`src/rtl/eth_pkt_fifo_reader.sv`:
```
// Drains a show-ahead FIFO into fixed-length packets for the UDP TX engine,
// padding on underrun and holding an inter-packet gap after each packet.
module eth_pkt_fifo_reader #(
   parameter int unsigned PKT_WORDS  = 256,
   parameter int unsigned IFG_CYCLES = 64,
   parameter logic [31:0] PAD_WORD   = 32'h0000_0000
) (
   input  logic        rd_clk,
   input  logic        rd_rst,
   input  logic        en,
   input  logic        rd_vld,
   input  logic [31:0] rd_data,
   output logic        rd_en,
   output logic        tx_start_en,
   output logic [15:0] tx_byte_num,
   input  logic        tx_req,
   output logic [31:0] tx_data,
   input  logic        tx_done,
   output logic        busy,
   output logic [31:0] pkt_cnt,
   output logic [15:0] underrun_cnt
);

   typedef enum logic [2:0] {
      IDLE,
      START,
      SEND,
      WAIT_DONE,
      GAP
   } state_t;

   localparam logic [13:0] LAST_WORD = 14'(PKT_WORDS - 1);
   localparam logic [15:0] LAST_GAP  = 16'(IFG_CYCLES - 1);
   localparam logic [15:0] BYTE_NUM  = 16'(PKT_WORDS * 4);

   state_t      state;
   state_t      state_nxt;
   logic [13:0] word_cnt;
   logic [15:0] gap_cnt;
   logic        serve;

   assign serve = (state == SEND) & tx_req;

   always_ff @(posedge rd_clk) begin
      if (rd_rst) state <= IDLE;
      else        state <= state_nxt;
   end

   always_comb begin
      state_nxt = state;
      unique case (state)
         IDLE:      if (en && rd_vld) state_nxt = START;
         START:     state_nxt = SEND;
         SEND: begin
            // an early tx_done wins over the last-word transition
            if (tx_done)
               state_nxt = GAP;
            else if (tx_req && word_cnt == LAST_WORD)
               state_nxt = WAIT_DONE;
         end
         WAIT_DONE: if (tx_done) state_nxt = GAP;
         GAP:       if (gap_cnt == LAST_GAP) state_nxt = IDLE;
         default:   state_nxt = IDLE;
      endcase
   end

   always_comb begin
      tx_start_en = (state == START);
      busy        = (state != IDLE);
      rd_en       = serve & rd_vld & ~rd_rst;
   end

   always_ff @(posedge rd_clk) begin
      if (rd_rst) begin
         tx_byte_num  <= '0;
         tx_data      <= '0;
         pkt_cnt      <= '0;
         underrun_cnt <= '0;
         word_cnt     <= '0;
         gap_cnt      <= '0;
      end else begin
         if (state == START) begin
            tx_byte_num <= BYTE_NUM;
            word_cnt    <= '0;
         end
         if (serve) begin
            word_cnt <= word_cnt + 14'd1;
            tx_data  <= rd_vld ? rd_data : PAD_WORD;
            if (!rd_vld && underrun_cnt != 16'hFFFF)
               underrun_cnt <= underrun_cnt + 16'd1;
         end
         if (state == WAIT_DONE && tx_done)
            pkt_cnt <= pkt_cnt + 32'd1;
         gap_cnt <= (state == GAP) ? gap_cnt + 16'd1 : 16'd0;
      end
   end

endmodule

```
`config.mk`:
```
export PLATFORM = sky130hd
export DESIGN_NAME = eth_pkt_fifo_reader
export DESIGN_NICKNAME = d
export VERILOG_FILES = /design/src/rtl/eth_pkt_fifo_reader.sv
export SDC_FILE = /design/constraint.sdc
export NUM_CORES = 1
export LEC_CHECK = 0
export BUFFER_PORTS_ARGS = -buffer_cell sky130_fd_sc_hd__buf_4
export CELL_PAD_IN_SITES_DETAIL_PLACEMENT = 1
export CELL_PAD_IN_SITES_GLOBAL_PLACEMENT = 1
export CORE_AREA = 3 3 120 122
export CTS_CLUSTER_SIZE = 40
export DETAILED_ROUTE_END_ITERATION = 12
export DIE_AREA = 0 0 123 125
export GPL_TIMING_DRIVEN = 1
export PLACE_DENSITY_LB_ADDON = 0.1
export SYNTH_ARGS = -nofsm -noshare
export SYNTH_HDL_FRONTEND = slang
export SYNTH_SLANG_ARGS = --single-unit
export TNS_END_PERCENT = 10
```
`constraint.sdc`:
```
create_clock -name rd_clk -period 2.25 [get_ports rd_clk]
set_input_delay 0.225 -clock rd_clk [delete_from_list [all_inputs] [get_ports rd_clk]]
set_output_delay 0.225 -clock rd_clk [all_outputs]
set_load 0.02 [all_outputs]
```
==> flow_metrics.py, run 1 <==
metrics = {
    "clocking": {
        "cts_tree": "built",
        "cts_made_buffers": 17,
        "post_cts_buffers": 0,
        "clk_latency_ps": 410,
        "root_buffer": "clkbuf_16",
        "htree_levels": 4,
        "cts_hold_buf": 0,
        "clk_path_buf_depth": 2,
        "cts.sinks": 114,
        "cts_resized": 0,
        "clkTransAtPathRegs_ps": 50,
    },
    "yosys": {
        "syn-cell-area_um2": 5210,
        "syn-mean-instance-area_um2": 8.95,
        "synthCells": 582,
        "ys_ff_latch": 114,
        "synth_edf_count": 0,
        "ys_types": 56,
        "synthArstFlopShare_pct": 0,
        "seq_area_frac_synth_pct": 43.8,
        "synth-main-ff-cell": "dfxtp_1",
        "yosysWarnings": 0,
    },
    "worst_setup_path": {
        "arrival_ps": 1880,
        "crit_start": "state[0]$_SDFFE_PP0P_",
        "cp-end-kind": "output port",
        "r2r-start": "state[0]$_SDFFE_PP0P_",
        "path_max_fanout": 16,
        "crit_type": "flip-flop to output port",
        "cp-start-kind": "flip-flop",
        "worstPathRequired_ps": 2030,
    },
    "global_routing": {
        "grt_pass1_vias": 5053,
        "grt_pass1_wl_um": 24600,
        "track_usage_pct": 19.6,
        "grt_max_degree": 52,
        "antenna_found_initial": 0,
        "overflow": 0,
    },
    "timing": {
        "hold_viol": 0,
        "tns_ps": 0,
        "fin_crit_ps": 2100,
        "worst_pin_slew_ps": 586,
        "rsz0062_at_grt": "no",
        "slew_viol_final": 0,
        "fmaxAchievable_mhz": 475,
        "max_slew_margin_pct": 60.6,
        "fin_skew_ps": 5.79,
        "post-route-period-util_pct": 93.5,
        "setup_viol": 0,
    },
    "floorplan": {
        "fp.dieH_um": 125,
        "initial_utilization_pct": 39.2,
        "dieArea_um2": 15400,
        "die_w_um": 123,
        "num_rows": 42,
        "io_pins": 137,
        "core_um2": 13300,
    },
    "finish": {
        "final_common_cell": "buf_4",
        "most-common-layout-cells": "136 x buf_4, 114 x dfxtp_1, 58 x nor2_1",
        "n_antenna_cell": 0,
        "fillers": 1545,
        "nets": 746,
        "layout-drive-gt1-share_pct": 25.3,
        "syn2layout_area_growth_pct": 31.5,
        "utilization_pct": 51.5,
    },
    "route": {
        "post_drt_wl_per_cell_um": 16.8,
        "dr.pass1.iters": 4,
        "met3_length_um": 1120,
        "wl_um": 14900,
        "viasPerCell": 5.37,
        "met1Wirelength_um": 6350,
        "post-route-drc-count": 0,
        "routed.top_layer": "met4",
        "drtAntennaViolNets": 0,
        "drt_iter0_drc": 237,
        "dr_wl_met2_um": 7290,
        "vias": 4785,
    },
    "hold_path": {
        "hp-class": "primary input to flip-flop",
        "hold_path_startpoint": "rd_data[22]",
    },
    "placed_design": {
        "io_buffer_count": 121,
        "dp_hpwl_um": 10700,
        "globalplace.congestion": 0.779,
    },
    "status": {
        "status": "complete, no violations",
    },
    "flow_run": {
        "cap_viol_max_count": 0,
    },
    "pwr": {
        "p_leak_nw": 2.66,
        "pwr_density_cell_nw_per_um2": 751,
        "ir_drop_uv": 490,
        "power_mw": 5.14,
    },
}
-- synthesized netlist by cell type, drive strengths merged (2+ instances only) --
master	count	area share [%]
dfxtp	114	44
nor2	59	4.3
a21oi	39	3.7
a22o	31	5.2
nand3	29	2.8
nand2	28	2.0
buf	24	3.2
clkbuf	24	1.7
nand4	20	2.6
or4	20	3.0
nor4	17	2.2
o31ai	17	2.5
xnor2	17	2.9
inv	14	1.0
o21ai	14	1.3
nor3	13	1.2
mux2	12	2.6
nor2b	12	1.4
or3	11	1.3
and4	8	1.3
a211oi	7	1.0
xor2	6	1.0
and3	5	0.60
a31oi	4	0.48
and2	4	0.48
ha	4	0.96
nand3b	3	0.50
nor3b	3	0.53
a22oi	2	0.29
a311o	2	0.38
o21ba	2	0.38
-- final cells by class --
type                       instances  area, um^2  share of cell area, %
tap                              176         220                   3.22
clock buffer                      26         509                   7.44
inverter                          14        52.6                  0.767
timing repair buffer             137        1040                   15.2
clock inverter                     4        72.6                   1.06
sequential                       114        2280                   33.3
multi-input combinational        420        2670                   39.0
-- path summary, 6_finish.rpt --
path / to / slack (ps) / cells past startpoint
max reg2reg: pkt_cnt[31]$_SDFFE_PP0P_ / 190 / 4
max: rd_en / 150 / 4
min reg2reg: tx_data[4]$_SDFFE_PP0P_ / 460 / 2
min: tx_data[22]$_SDFFE_PP0P_ / 30 / 2
-- power breakdown --
group          switching [mW]  internal, mW
clock network           0.885          1.76
logic                   0.237         0.170
registers              0.0354          2.05
-- worst max-delay path, stage by stage (launching register included) --
cell and delay [ps]:
dfxtp_1 400, and4bb_1 350, buf_4 240, and3_1 300
buf_4 190
-- layer usage --
metal / vias to the layer above / GRT usage, %
met5: - / 0
met4: 0 / 5.15
met3: 16 / 7.54
met2: 132 / 32.8
met1: 2276 / 23.5
li1: 2361 / -
-- state kept, by name (all words and copies together) (netlist names) --
| name | count |
|---|---|
| pkt_cnt | 32 |
| tx_data | 32 |
| gap_cnt | 16 |
| underrun_cnt | 16 |
| word_cnt | 14 |
| state | 3 |
| tx_byte_num | 1 |
-- per-stage QoR --
stage / cell area (um^2) / cells / hold WS [ps] / setup WS, ps
after CTS: 6850 / 891 / 13.0 / 114
after global placement: 6270 / 861 / 441 / 237
after detailed placement: 6270 / 861 / 450 / 194
after floorplan: 5260 / 596 / 358 / 232
final: 6850 / 891 / 28.0 / 145
after global routing: 6850 / 891 / 12.5 / 12.9
-- cell families (layout without fill, tap and decap cells) --
| logic type | count (synthesis) | after routing | share of synthesized area, % |
|---|---|---|---|
| other | 1 | 15 | 0.0720 |
| multiplexers | 13 | 13 | 2.79 |
| flip-flops | 114 | 114 | 43.8 |
| AND/OR/NAND/NOR | 240 | 240 | 26.1 |
| XOR/XNOR | 23 | 23 | 3.87 |
| adder cells (fa/ha/maj) | 4 | 4 | 0.961 |
| AO/OA/AOI/OAI | 125 | 125 | 16.4 |
| buffers and inverters | 62 | 181 | 5.94 |
Power figures use the tool's default switching activity.
==> run 2: changes to the inputs <==
CORE_AREA = 3 3 126 128   (was 3 3 120 122)
CTS_BUF_LIST = sky130_fd_sc_hd__clkbuf_8 sky130_fd_sc_hd__clkbuf_16   (was not set)
DIE_AREA = 0 0 129 131   (was 0 0 123 125)
clock period = 1.7 ns   (was 2.25 ns; I/O delays follow)
==> run 2 against run 1 <==
Sequential power increased by 32%. Largest cell class unchanged. Clock-buffer cell count fell by 8. Power increased by 46%. Setup slack got worse by 280 ps. Die area up 9.9%. First-iteration DRC count is 40% lower. Global-route usage rose by 0.46 points. Via count grew 14%. The run now ends with setup timing left. Sequential cell count stayed put. Critical path type is now flip-flop to flip-flop. Design area rose by 22%.
==> flow_metrics.py, run 2 (same netlist as run 1, synthesis figures left out) <==
metrics = {
    "clocking": {
        "cts_tree": "built",
        "htree_levels": 4,
        "clkTransAtPathRegs_ps": 50,
        "cts_made_buffers": 17,
        "clk_path_buf_depth": 2,
        "cts.sinks": 114,
        "clk_latency_ps": 410,
        "root_buffer": "clkbuf_16",
    },
    "finish": {
        "top_regs": "pkt_cnt x32, tx_data x32",
        "final_common_cell": "buf_4",
        "layout-drive-gt1-share_pct": 40.9,
        "nets": 870,
        "n_antenna_cell": 0,
        "syn2layout_area_growth_pct": 60.7,
        "most-common-layout-cells": "213 x buf_4, 92 x dfxtp_1, 57 x nor2_1",
    },
    "worst_setup_path": {
        "cp-end-kind": "flip-flop",
        "r2r-start": "pkt_cnt[16]$_SDFFE_PP0P_",
        "path_max_fanout": 5,
        "worstPathRequired_ps": 1990,
        "r2r_cells": 4,
        "worstReg2RegEnd": "pkt_cnt[27]$_SDFFE_PP0P_",
        "ff2ff_setup_slack_ps": -140,
        "crit_type": "flip-flop to flip-flop",
        "arrival_ps": 2120,
        "cp-start-kind": "flip-flop",
        "crit_start": "pkt_cnt[16]$_SDFFE_PP0P_",
    },
    "timing": {
        "setup_viol": 15,
        "fmaxAchievable_mhz": 544,
        "fin_crit_ps": 1840,
        "post-route-period-util_pct": 108,
        "holdWs_ps": 42.0,
        "slew_viol_final": 0,
        "hold_viol": 0,
        "setup_ws_ps": -139,
        "fin_skew_ps": 10.4,
        "max_slew_margin_pct": 66.9,
        "rsz0062_at_grt": "yes",
        "worst_pin_slew_ps": 491,
    },
    "global_routing": {
        "grt_pass1_wl_um": 27300,
        "antenna_found_initial": 0,
        "grt_pass1_vias": 5524,
        "track_usage_pct": 20.0,
        "overflow": 0,
        "grt_max_degree": 33,
    },
    "placed_design": {
        "globalplace.congestion": 0.770,
        "io_buffer_count": 121,
        "pre_cts_slack_ps": -368,
        "dp_hpwl_um": 11600,
    },
    "route": {
        "vias": 5450,
        "viasPerCell": 5.30,
        "drtAntennaViolNets": 0,
        "post_drt_wl_per_cell_um": 17.6,
        "wl_um": 18100,
        "drt_iter0_drc": 143,
        "post-route-drc-count": 0,
        "dr.pass1.iters": 4,
    },
    "pwr": {
        "pwr_density_cell_nw_per_um2": 900,
        "pwr-share-comb_pct": 9.5,
        "p_leak_nw": 3.41,
        "ir_drop_uv": 633,
        "pwr-share-seq_pct": 36.5,
        "swShare_pct": 22.3,
        "p_switching_mw": 1.68,
        "p_int_mw": 5.85,
        "power_frac_clock_pct": 54.0,
    },
    "floorplan": {
        "dieArea_um2": 16900,
        "die_w_um": 129,
        "io_pins": 137,
        "num_rows": 45,
        "initial_utilization_pct": 34.8,
        "core_um2": 15000,
        "fp.dieH_um": 131,
    },
    "hold_path": {
        "holdPathStages": 3,
        "hold_path_startpoint": "rd_data[4]",
        "min_to": "tx_data[4]$_SDFFE_PP0P_",
        "hp-class": "primary input to flip-flop",
    },
    "flow_run": {
        "cap_viol_max_count": 0,
    },
    "status": {
        "violations": "setup timing",
        "status": "finished, violations left",
    },
}
## run 2: cell count changes in the layout (fill, tap and decap cells not counted), moves of 8 or more
cell	change
dfxtp_4	+10
dfxtp_2	+12
or4_4	+9
a21oi_1	-8
dfxtp_1	-22
buf_4	+77
buf_6	+9
a21oi_2	+8
dlygate4sd3_1	+31
## run 2: worst max-delay path by stage
stage,end,slack [ps]
after floorplan,underrun_cnt[13]$_SDFFE_PP0P_,-160
after global placement,tx_data[9]$_SDFFE_PP0P_,-280
after detailed placement,tx_data[7]$_SDFFE_PP0P_,-370
after CTS,rd_en,-290
after global routing,pkt_cnt[27]$_SDFFE_PP0P_,-200
final,pkt_cnt[27]$_SDFFE_PP0P_,-140
## run 2: stage by stage
stage	cells	power, mW	cell area (um^2)	utilization (%)	TNS [ps]
3_3_place_gp	952	3.38	6980	46.6	-10400
3_5_place_dp	952	3.40	6980	46.6	-14310
5_1_grt	1029	7.76	8370	55.9	-2620
2_1_floorplan	596	3.15	5380	-	-3120
6_report	1029	7.53	8370	55.9	-1140
4_1_cts	1015	7.54	8080	54.0	-1860
## run 2: critical path, cell delays in order (launching register included)
cell,delay [ps]
dfxtp_4,350
nand4_4,160
or4_2,790
o31ai_2,330
a21oi_2,90
## run 2: layout make-up
cell class	count	area, um^2
Tap cell	188	235
Fill cell	1683	6610
Inverter	14	52.6
Clock inverter	14	218
Timing Repair Buffer	256	2070
Multi-Input combinational cell	425	3010
Clock buffer	18	450
Sequential cell	114	2330
## run 2: power groups by stage
stage	registers, mW	clock network (mW)	logic (mW)
5_1_grt	2.76	4.23	0.773
3_3_place_gp	2.80	0	0.585
3_5_place_dp	2.80	0	0.596
2_1_floorplan	2.82	0	0.323
4_1_cts	2.75	4.12	0.664
6_report	2.75	4.07	0.712
## run 2: per-layer routing
layer	routed length, um	share of wire [%]	vias to the layer above	track usage, %
met5	0	0	-	0
li1	-	-	2640	-
met2	9260	51	126	36.2
met4	357	2.0	0	7.29
met1	7610	42	2652	23.0
met3	863	4.8	32	4.92
## run 2: timing repair
item	4_1_cts	5_1_grt
pin swaps	9	23
setup buffers	0	8
setup endpoints to repair	66	37
cloned	0	6
gates resized for setup	31	39
hold buffers	31	0
hold endpoints to repair	31	0
==> run 3: changes to the inputs <==
PLACE_DENSITY = 0.8   (was not set)
PLACE_DENSITY_LB_ADDON = not set   (was 0.1)
==> run 3 against run 2 <==
The flow still finishes with violations (setup timing). Clock skew grew 4.9 ps. Setup slack lost 94 ps. Core utilization shrank 0.78 points. Fmax shrank 4.9%. Design area shrank 1.4%. Clock power shrank 10%. Hold slack lost 14 ps. Via count grew 4.6%. First-iteration DRC count grew 94%. Combinational power grew 15%. Sequential cell count is the same. Highest routed layer unchanged.
==> flow_metrics.py, run 3 (same netlist as run 1, synthesis figures left out) <==
metrics = {
    "status": {
        "status": "finished, violations left",
        "violations": "setup timing",
    },
    "global_routing": {
        "grt_max_degree": 43,
        "antenna_found_initial": 0,
        "grt-busiest-layer": "met2",
        "grtUsageMet1_pct": 25.8,
        "grt_pass1_wl_um": 33000,
        "track_usage_pct": 25.1,
        "met3_usage_pct": 7.07,
        "use_met2_pct": 46.6,
        "grt_pass1_vias": 6204,
        "overflow": 0,
    },
    "placed_design": {
        "io_buffer_count": 121,
        "place_inst": 939,
        "dp_hpwl_um": 12300,
        "globalplace.congestion": 0.839,
    },
    "floorplan": {
        "num_rows": 45,
        "fp.dieH_um": 131,
        "initial_utilization_pct": 34.8,
        "dieArea_um2": 16900,
        "core_um2": 15000,
        "io_pins": 137,
        "die_w_um": 129,
    },
    "clocking": {
        "htree_levels": 4,
        "cts_made_buffers": 17,
        "clkTransAtPathRegs_ps": 60,
        "clk_path_buf_depth": 2,
        "cts.sinks": 114,
        "root_buffer": "clkbuf_16",
        "cts_tree": "built",
        "clk_latency_ps": 430,
    },
    "pwr": {
        "p_switching_mw": 2.07,
        "power_frac_clock_pct": 50.6,
        "pwr-share-seq_pct": 38.1,
        "p_int_mw": 5.17,
        "p_leak_nw": 3.34,
        "power_mw": 7.23,
        "ir_drop_uv": 690,
        "pwr_density_cell_nw_per_um2": 877,
        "pwr-share-comb_pct": 11.3,
        "swShare_pct": 28.6,
    },
    "finish": {
        "n_antenna_cell": 0,
        "syn2layout_area_growth_pct": 58.5,
        "most-common-layout-cells": "199 x buf_4, 86 x dfxtp_1, 56 x nor2_1",
        "layout-drive-gt1-share_pct": 41.7,
        "layout.cells.non_filler": 1013,
        "top_regs": "pkt_cnt x32, tx_data x32",
        "utilization_pct": 55.1,
        "final_common_cell": "buf_4",
        "nets": 854,
    },
    "worst_setup_path": {
        "crit_type": "flip-flop to flip-flop",
        "path_max_fanout": 6,
        "crit_chain": "nand4b_4, or4_4, or4_4, a21oi_2",
        "arrival_ps": 2280,
        "critical_path.most_common_cell": "or4_4",
        "critPathBufInv": 0,
        "cp-end-kind": "flip-flop",
        "cpLargestDelayFamily": "simple AND/OR/NAND/NOR gates",
        "cp-start-kind": "flip-flop",
        "slowest_stage": "or4_4",
        "slowest_delay_ps": 610,
        "worstPathRequired_ps": 2040,
    },
    "timing": {
        "tns_ps": -3100,
        "fmaxAchievable_mhz": 517,
        "fin_skew_ps": 15.2,
        "worst_pin_slew_ps": 737,
        "setup_viol": 37,
        "rsz0062_at_grt": "yes",
        "max_slew_margin_pct": 50.8,
        "post-route-period-util_pct": 114,
        "setup_ws_ps": -234,
        "hold_viol": 0,
        "fin_crit_ps": 1930,
        "slew_viol_final": 0,
    },
    "flow_run": {
        "cap_viol_max_count": 0,
    },
    "route": {
        "vias": 5703,
        "post_drt_wl_per_cell_um": 21.7,
        "viasPerCell": 5.63,
        "wl_um": 22000,
        "post-route-drc-count": 0,
        "dr.pass1.iters": 5,
        "drt_iter0_drc": 277,
        "drtAntennaViolNets": 0,
    },
    "hold_path": {
        "hp-class": "primary input to flip-flop",
    },
}
run 3: cell types whose count changed in the layout (fill, tap and decap cells not counted), moves of 3 or more:
| cell | change |
|---|---|
| buf_4 | -14 |
| bufinv_16 | -5 |
| dfxtp_1 | -6 |
| dfxtp_2 | +5 |
| inv_1 | -4 |
| inv_6 | +6 |
| inv_8 | +5 |
| o21ai_0 | -3 |
| o21ai_2 | +3 |
| or4_4 | -3 |
run 3: repair_timing:
| item | 4_1_cts | 5_1_grt |
|---|---|---|
| setup buffers | 4 | 4 |
| resized for setup | 42 | 53 |
| pin swaps | 7 | 17 |
| hold endpoints to repair | 31 | 0 |
| setup endpoints to repair | 72 | 53 |
| hold buffers | 31 | 0 |
| gates cloned | 1 | 2 |
run 3: final timing paths:
path                                start                  endpoint  slack [ps]  cells after the start
hold / removal                 rd_data[4]   tx_data[4]$_SDFFE_PP0P_          30                      3
setup reg to reg    state[2]$_SDFFE_PP0P_  pkt_cnt[21]$_SDFFE_PP0P_        -230                      4
hold reg to reg   tx_data[4]$_SDFFE_PP0P_   tx_data[4]$_SDFFE_PP0P_         460                      2
setup / recovery    state[2]$_SDFFE_PP0P_  pkt_cnt[21]$_SDFFE_PP0P_        -230                      4
run 3: through the flow:
stage	area (um^2)	hold WS [ps]	setup WS, ps
finish	8250	28.4	-234
detailed placement	6880	396	-366
global placement	6880	385	-204
global route	8250	54.1	-251
floorplan	5380	303	-156
CTS	8000	17.8	-191
run 3: power groups by stage:
| stage | Sequential [mW] | Combinational [mW] | Clock, mW |
|---|---|---|---|
| after floorplan | 2.82 | 0.323 | 0 |
| after global placement | 2.80 | 0.567 | 0 |
| after detailed placement | 2.80 | 0.593 | 0 |
| after CTS | 2.75 | 0.705 | 3.64 |
| after global routing | 2.76 | 0.860 | 3.81 |
| final | 2.76 | 0.817 | 3.66 |
run 3: tightest hold or removal path, cell delays in order:
cell and delay (ps):
buf_4 110, nand3_1 70, a21oi_1 60
run 3: layout make-up:
cell class / instances / area, um^2
fillers: 1681 / 6730
multi-input cells: 422 / 3030
flip-flops and latches: 114 / 2340
repair buffers: 243 / 2000
clock buffers: 17 / 425
well taps: 188 / 235
clock inverters: 15 / 161
inverters: 14 / 52.6
run 3: layer usage:
metal	share of wire, %	routed length, um	vias to the layer above
met1	37	8110	2799
met4	3.8	840	0
met5	0	0	-
li1	-	-	2593
met3	5.0	1100	73
met2	54	12000	238
